### src/rtl/vga_pkg.sv
// rtl/vga_pkg.sv - shared VGA 800x600@60 timing, framebuffer geometry and pixel types
package vga_pkg;

  localparam int H_VISIBLE = 800;
  localparam int H_FP      = 40;
  localparam int H_SYNC    = 128;
  localparam int H_BP      = 88;
  localparam int H_TOTAL   = H_VISIBLE + H_FP + H_SYNC + H_BP;

  localparam int V_VISIBLE = 600;
  localparam int V_FP      = 1;
  localparam int V_SYNC    = 4;
  localparam int V_BP      = 23;
  localparam int V_TOTAL   = V_VISIBLE + V_FP + V_SYNC + V_BP;
  localparam int V_TOP     = 60;

  localparam int FB_WIDTH  = 800;
  localparam int FB_ROWS   = 240;
  localparam int FB_WORDS  = FB_WIDTH * FB_ROWS;

  localparam logic [11:0] FG_COLOR = 12'hFFF;

  typedef logic [17:0] fb_addr_t;
  typedef logic [11:0] rgb444_t;

  function automatic rgb444_t half_rgb(input rgb444_t c);
    return {1'b0, c[11:9], 1'b0, c[7:5], 1'b0, c[3:1]};
  endfunction

endpackage

### src/rtl/vga_timing.sv
// rtl/vga_timing.sv - VGA raster counters, sync windows, active/band flags and frame tick
module vga_timing
  import vga_pkg::*;
#(
  parameter int H_VISIBLE = vga_pkg::H_VISIBLE,
  parameter int H_FP      = vga_pkg::H_FP,
  parameter int H_SYNC    = vga_pkg::H_SYNC,
  parameter int H_BP      = vga_pkg::H_BP,
  parameter int V_VISIBLE = vga_pkg::V_VISIBLE,
  parameter int V_FP      = vga_pkg::V_FP,
  parameter int V_SYNC    = vga_pkg::V_SYNC,
  parameter int V_BP      = vga_pkg::V_BP,
  parameter int V_TOP     = vga_pkg::V_TOP,
  parameter int SRC_ROWS  = vga_pkg::FB_ROWS
) (
  input  logic        clk,
  input  logic        reset_n,
  output logic [10:0] hcount,
  output logic [9:0]  vcount,
  output logic        hsync,
  output logic        vsync,
  output logic        active,
  output logic        band,
  output logic        line_end,
  output logic        frame_start
);

  localparam int HT       = H_VISIBLE + H_FP + H_SYNC + H_BP;
  localparam int VT       = V_VISIBLE + V_FP + V_SYNC + V_BP;
  localparam int HS_START = H_VISIBLE + H_FP;
  localparam int HS_END   = HS_START + H_SYNC - 1;
  localparam int VS_START = V_VISIBLE + V_FP;
  localparam int VS_END   = VS_START + V_SYNC - 1;
  localparam int BAND_END = V_TOP + 2 * SRC_ROWS - 1;

  logic [1:0] rst_sync;
  logic       run;

  // Reset asserts asynchronously but the counters only start two clocks after release.
  always_ff @(posedge clk or negedge reset_n) begin
    if (!reset_n) rst_sync <= 2'b00;
    else          rst_sync <= {rst_sync[0], 1'b1};
  end

  assign run      = rst_sync[1];
  assign line_end = run && (hcount == 11'(HT - 1));

  always_ff @(posedge clk or negedge reset_n) begin
    if (!reset_n) begin
      hcount <= '0;
      vcount <= '0;
    end else if (run) begin
      if (line_end) begin
        hcount <= '0;
        vcount <= (vcount == 10'(VT - 1)) ? '0 : vcount + 10'd1;
      end else begin
        hcount <= hcount + 11'd1;
      end
    end
  end

  assign hsync       = (hcount >= 11'(HS_START)) && (hcount <= 11'(HS_END));
  assign vsync       = (vcount >= 10'(VS_START)) && (vcount <= 10'(VS_END));
  assign active      = (hcount < 11'(H_VISIBLE)) && (vcount < 10'(V_VISIBLE));
  assign band        = (vcount >= 10'(V_TOP)) && (vcount <= 10'(BAND_END));
  assign frame_start = run && (hcount == '0) && (vcount == '0);

endmodule

### src/rtl/vga_scanout.sv
// rtl/vga_scanout.sv - line-doubled 1-bpp framebuffer scanout to VGA; VGA_SCANLINE_EN dims odd band lines
module vga_scanout
  import vga_pkg::*;
#(
  parameter int          H_VISIBLE = vga_pkg::H_VISIBLE,
  parameter int          H_FP      = vga_pkg::H_FP,
  parameter int          H_SYNC    = vga_pkg::H_SYNC,
  parameter int          H_BP      = vga_pkg::H_BP,
  parameter int          V_VISIBLE = vga_pkg::V_VISIBLE,
  parameter int          V_FP      = vga_pkg::V_FP,
  parameter int          V_SYNC    = vga_pkg::V_SYNC,
  parameter int          V_BP      = vga_pkg::V_BP,
  parameter int          V_TOP     = vga_pkg::V_TOP,
  parameter int          SRC_ROWS  = vga_pkg::FB_ROWS,
  parameter logic [11:0] FG_COLOR  = vga_pkg::FG_COLOR
) (
  input  logic        clk,
  input  logic        reset_n,
  output logic [17:0] raddr,
  input  logic        rdata,
  output logic        vga_hsync,
  output logic        vga_vsync,
  output logic [3:0]  vga_r,
  output logic [3:0]  vga_g,
  output logic [3:0]  vga_b,
  output logic        frame_start
);

`ifdef VGA_SCANLINE_EN
  localparam bit SCANLINE = 1'b1;
`else
  localparam bit SCANLINE = 1'b0;
`endif
  localparam int       BAND_END  = V_TOP + 2 * SRC_ROWS - 1;
  localparam bit       TOP_ODD   = 1'(V_TOP % 2);
  localparam fb_addr_t LINE_STEP = fb_addr_t'(H_VISIBLE);

  typedef struct packed {
    logic hsync;
    logic vsync;
    logic active;
    logic band;
    logic odd;
  } side_t;

  logic [10:0] hcount;
  logic [9:0]  vcount;
  logic        hsync_i, vsync_i, active_i, band_i, line_end;
  logic        odd_line;
  fb_addr_t    line_base;
  side_t       side1, side2;
  rgb444_t     lit_color, rgb;

  vga_timing #(
    .H_VISIBLE(H_VISIBLE), .H_FP(H_FP), .H_SYNC(H_SYNC), .H_BP(H_BP),
    .V_VISIBLE(V_VISIBLE), .V_FP(V_FP), .V_SYNC(V_SYNC), .V_BP(V_BP),
    .V_TOP(V_TOP), .SRC_ROWS(SRC_ROWS)
  ) u_timing (
    .clk(clk), .reset_n(reset_n), .hcount(hcount), .vcount(vcount),
    .hsync(hsync_i), .vsync(vsync_i), .active(active_i), .band(band_i),
    .line_end(line_end), .frame_start(frame_start)
  );

  assign odd_line = vcount[0] ^ TOP_ODD;

  // line_base sits at 0 everywhere outside the band, so the first band line always reads row 0.
  always_ff @(posedge clk or negedge reset_n) begin
    if (!reset_n) begin
      line_base <= '0;
    end else if (line_end) begin
      if (!band_i || (vcount == 10'(BAND_END))) line_base <= '0;
      else if (odd_line)                        line_base <= line_base + LINE_STEP;
    end
  end

  always_ff @(posedge clk or negedge reset_n) begin
    if (!reset_n) begin
      raddr <= '0;
      side1 <= '0;
      side2 <= '0;
    end else begin
      if (active_i && band_i) raddr <= line_base + fb_addr_t'(hcount);
      side1 <= {hsync_i, vsync_i, active_i, band_i, odd_line};
      side2 <= side1;
    end
  end

  always_comb begin
    lit_color = FG_COLOR;
    if (SCANLINE && side2.odd) lit_color = half_rgb(FG_COLOR);
  end

  always_ff @(posedge clk or negedge reset_n) begin
    if (!reset_n) begin
      vga_hsync <= 1'b0;
      vga_vsync <= 1'b0;
      rgb       <= '0;
    end else begin
      vga_hsync <= side2.hsync;
      vga_vsync <= side2.vsync;
      rgb       <= (side2.active && side2.band && rdata) ? lit_color : '0;
    end
  end

  assign {vga_r, vga_g, vga_b} = rgb;

endmodule

### config.mk
export PLATFORM = sky130hd
export DESIGN_NAME = vga_scanout
export DESIGN_NICKNAME = d
export VERILOG_FILES = /design/src/rtl/vga_pkg.sv /design/src/rtl/vga_timing.sv /design/src/rtl/vga_scanout.sv
export SDC_FILE = /design/constraint.sdc
export NUM_CORES = 1
export LEC_CHECK = 0
export CAP_MARGIN = 40
export CORE_MARGIN = 2
export CORE_UTILIZATION = 40
export CTS_BUF_LIST = sky130_fd_sc_hd__clkbuf_8
export DETAILED_ROUTE_END_ITERATION = 10
export SYNTH_ARGS = -nofsm -noshare
export SYNTH_HDL_FRONTEND = slang
export SYNTH_HIERARCHICAL = 1
export SYNTH_SLANG_ARGS = --single-unit
### constraint.sdc
create_clock -name clk -period 3.3 [get_ports clk]
set_input_delay 0.825 -clock clk [delete_from_list [all_inputs] [get_ports clk]]
set_output_delay 0.825 -clock clk [all_outputs]
set_load 0.05 [all_outputs]
# Word level (Yosys, flattened, before mapping)
# Cells that the tools add are included.
# classes
add_sub_neg	4
n_lt_le_gt_ge	8
n_mux	5
n_eq_ne	3
n_reduce_logical	17
# ops
operator	n
$mux W18	2
$eq A10 B10 Y1 const B	2
$le A10 B10 Y1 const B	2
$add A18 B10 Y18 const B	1
$add A18 B11 Y18	1
$mux W12	1
$add A11 B1 Y11 const B	1
$eq A11 B11 Y1 const B	1
$ge A11 B10 Y1 const B	1
$le A11 B10 Y1 const B	1
$logic_not A11 Y1	1
$lt A11 B10 Y1 const B	1
$mux W11	1
$add A10 B1 Y10 const B	1
$ge A10 B10 Y1 const B	1
$ge A10 B6 Y1 const B	1
$logic_and A1 B1 Y1	10
$logic_not A10 Y1	1
$lt A10 B10 Y1 const B	1
$mux W10	1
$reduce_and A2 Y1	2
$reduce_bool A2 Y1	1
$logic_not A1 Y1	1
$logic_or A1 B1 Y1	1
# word_totals
input_bits	3
reg_bits	81
output_inout_bits	33

# Logic depth before layout (Yosys ltp)
# logic_depth
ltp_word	6
depth_mapped	11
depth_no_buf	9

# Modules after synthesis
# Netlist, hierarchy kept.
# by_module_without_submodules
mod	area_per_inst_um2	cells_per_inst	instances	seq_area_each_um2
vga_scanout	2165.8	217	1	1051.0
vga_timing	1333.8	139	1	575.6

# Worst setup path before layout
# No wires, ideal clock.
# synth_path
kind	reg2out
start	reg u_timing.vcount[5]
end	out frame_start
t_arrival_ps	2454
slack_ps	21
path_buffers	1
path_stages_with_launch	5
cell_sequence	dfrtp_1 > clkbuf_1 > nor4_1 > nand4_1 > nor4_1
# synth_between
elab_chain_len	2
# synth_lines
item	line	source
start, declared	vga_timing.sv:19	output logic [9:0] vcount,
start signal, assigned	vga_timing.sv:55	vcount <= (vcount == 10'(VT - 1)) ? '0 : vcount + 10'd1;
$logic_not A10 Y1	vga_timing.sv:66	assign frame_start = run && (hcount == '0) && (vcount == '0);
$logic_and A1 B1 Y1	vga_timing.sv:66	
end, declared	vga_scanout.sv:26	output logic frame_start
# Every way passes these cells.

# Final worst setup path
# layout_path
start	reg u_timing.hcount[0]
end	out frame_start
# layout_between
elab_chain_len	3
# layout_lines
item	line	source
start, declared	vga_timing.sv:18	output logic [10:0] hcount,
start signal, assigned	vga_timing.sv:57	hcount <= hcount + 11'd1;
$logic_not A11 Y1	vga_timing.sv:66	
$logic_and A1 B1 Y1 (2 in series)	vga_timing.sv:66	
# Every way passes these cells.

==> results.ini <==
[synth]
ys.warnings.count=6
synthCells=356
synth-xor-area-share_pct=6.26
netlist_top_cells_count=dfrtp_1 (65), nand2_1 (37), a21oi_1 (19), nor2_1 (19)
muxShareOfSynthArea_pct=3.04
synthAdderAreaFrac_pct=5.01
syn_area_sq_um=3500
synth_top_family_by_area=simple AND/OR/NAND/NOR gates
synth.distinct_cells=57
synth_ff_type=dfrtp_1
synth-edff-count=0
syn-num-nets=373
yosys.area_share.simple_pct=19.6
synth_area_leaders=dfrtp_1 (46%), ha_1 (5.0%), nand2_1 (4.0%)
synth_compound_area_share_pct=13.6
syn_area_per_cell_sq_um=9.83
yosysTopAreaCell=dfrtp_1
synthArstFlopShare_pct=100
yosysMostFrequentCell=dfrtp_1
yosysSeqAreaShare_pct=46.5
synth-seq-cells=65
yosysTopAreaCellShare_pct=46.5

[global_routing]
grt_pass1_vias=2645
grt_pass1_wl_mm=12.8
grt_max_degree=25
grt-ovfl-total=0
grt_use_total_pct=16.6
antenna_found_initial=0

[floorplanning]
fp-row-count=34
die_width_microns=97.5
core_sq_um=8590
dieArea_sq_um=9510
initial_core_util_pct=40.7
ios=36
die_height_microns=97.5

[critical_path]
crit_chain=inv_1 > ha_1 > nor4bb_1 > nand4_1 > nor4_1 > buf_4
critPathMaxFanout=5
crit-reg2reg-launch=u_timing/hcount[5]$_DFFE_PN0P_
critPathKind=reg2out
crit_slowest_cell=dfrtp_1
worst_setup_path_start_kind=flop
r2r-end=line_base[15]$_DFFE_PN0P_
worst_r2r_path_depth=7
critical_path.max_stage_delay_ps=420
arrival_ps=2040
end_kind=output port
reg2reg_slack_ps=640
cp.required_ps=2470

[timing]
tns_ps=0
slew_violations=0
period_needed_ps=2860
clock-skew-final_ps=14.4
max_freq_ghz=0.350
rsz0062_at_grt=no
setup_ws_ps=440
setup_viol=0
hold_viol=0
slew_headroom_pct=54.0
finalCritPeriodShare_pct=86.7
tightest_slew_ps=683

[power_and_ir_drop]
total_power_mw=1.73
p_leak_nw=1.81
power_density_nw_per_um2=423
ir_drop_v=0.000280

[detailed_routing]
ant_nets=0
vias=2643
first_pass_iters=4
drtIter0Drc=143
vias_per_cell=5.31
drc_errors=0
wl_per_cell_microns=14.7
routed_wl_mm=7.32

[clock_tree]
post_cts_buffers=0
path_clk_slew_ps=70
insertion_delay_ps=350
numCtsBuffers=9
clock-sinks=65
h-tree-depth=3
clockRootBuffer=clkbuf_8
cts_buffer_depth=2
cts_hold_buf=0
cts_tree=done
postCtsResizedCells=0

[hold_path]
min_to=side2[2]$_DFF_PN0_
min_from=side1[2]$_DFF_PN0_
whs_path_depth=0
hold_class=reg2reg

[finish]
n_antenna_cell=0
fin_area_sq_um=4090
final_nets=402
final_cells=498
syn_to_final_growth_pct=16.8
drive_gt1_share_pct=10.0

[placed_design]
io_buffer_count=35
post-place-ws_ps=637
routabilityCongestion=0.863
placedInstanceArea_sq_um=3880
place_hpwl_mm=5.29
place_inst=482

[status]
status=complete, no violations

[job]
cap_violations=0

==> critical path: cells and delay by family, from the launching register on <==
| family | cells | cell delay (ps) |
|---|---|---|
| and+or+nand+nor | 3 | 770 |
| DFF | 1 | 420 |
| buffers and inverters | 2 | 370 |
| adders and majority gates | 1 | 140 |
==> through the flow <==
| stage | utilization (%) | hold slack [ps] |
|---|---|---|
| final | 47.6 | 350 |
| after global routing | 47.6 | 358 |
| after CTS | 47.6 | 352 |
| after detailed placement | 45.2 | 335 |
| after global placement | 45.2 | 331 |
| after floorplan | - | 331 |
==> layer usage <==
metal  up-vias  global-route usage (%)  routed length (microns)
met2        66                    26.3                     3420
met3         8                    3.81                      340
met4         0                    6.20                      120
li1       1323                       -                        -
met5         -                       0                        0
met1      1246                    22.3                     3430
==> area by class of cell <==
type | count | area, sq um
Inverter | 13 | 48.8
Sequential cell | 65 | 1630
Multi-Input combinational cell | 253 | 1670
Clock buffer | 10 | 138
Clock inverter | 6 | 66.3
Fill cell | 800 | 4510
Timing Repair Buffer | 43 | 403
Tap cell | 108 | 135
==> report_power, final <==
| group | switching (mW) | internal [mW] | leakage, nW | total (mW) |
|---|---|---|---|---|
| Clock | 0.323 | 0.370 | 0.0949 | 0.693 |
| Combinational | 0.0694 | 0.0649 | 0.876 | 0.134 |
| Sequential | 0.0743 | 0.828 | 0.841 | 0.902 |
==> state kept, by name, indices dropped and copies added, names as in the netlist <==
register           count
u_timing/rst_sync      2
u_timing/hcount       11
vga_hsync              1
raddr                 18
rgb                    1
line_base             13
u_timing/vcount       10
side1                  4
side2                  4
vga_vsync              1
==> cell usage in the layout (no fill, tap or decap), types with 3 or more instances in the layout <==
cell type | Yosys | final
dfrtp_1 | 65 | 65
nand2_1 | 37 | 37
clkdlybuf4s50_1 | 0 | 33
a21oi_1 | 19 | 19
nor2_1 | 19 | 19
xnor2_1 | 14 | 14
ha_1 | 14 | 14
nand3_1 | 13 | 13
nand4_1 | 12 | 12
xor2_1 | 11 | 11
o21ai_0 | 11 | 11
inv_1 | 11 | 11
o21ai_1 | 10 | 10
clkbuf_8 | 0 | 10
buf_4 | 13 | 9
a31oi_1 | 8 | 8
nor3_1 | 8 | 8
or3_1 | 6 | 6
and3_1 | 5 | 5
mux2i_1 | 5 | 5
mux2_2 | 4 | 4
and2_1 | 4 | 4
a211oi_1 | 3 | 3
a21o_1 | 3 | 3
clkinvlp_4 | 0 | 3
and4_1 | 3 | 3
==> kinds of logic after synthesis <==
logic type,count (synthesis)
flip-flops,65
AND/OR/NAND/NOR,127
XOR/XNOR,25
adder cells (fa/ha/maj),14
multiplexers,10
AO/OA/AOI/OAI,75
buffers and inverters,38
other,2
==> worst max path at each step <==
stage | startpoint | end | slack (ps) | cells past startpoint
after floorplan | u_timing/vcount[5]$_DFFE_PN0P_ | frame_start | 20 | 4
after global placement | u_timing/hcount[1]$_DFFE_PN0P_ | line_base[15]$_DFFE_PN0P_ | 670 | 8
after detailed placement | u_timing/hcount[5]$_DFFE_PN0P_ | line_base[15]$_DFFE_PN0P_ | 640 | 7
after CTS | u_timing/hcount[0]$_DFFE_PN0P_ | frame_start | 380 | 6
after global routing | u_timing/hcount[0]$_DFFE_PN0P_ | frame_start | 270 | 6
final | u_timing/hcount[0]$_DFFE_PN0P_ | frame_start | 440 | 6
Note: power is estimated with default switching activity, not from simulation.
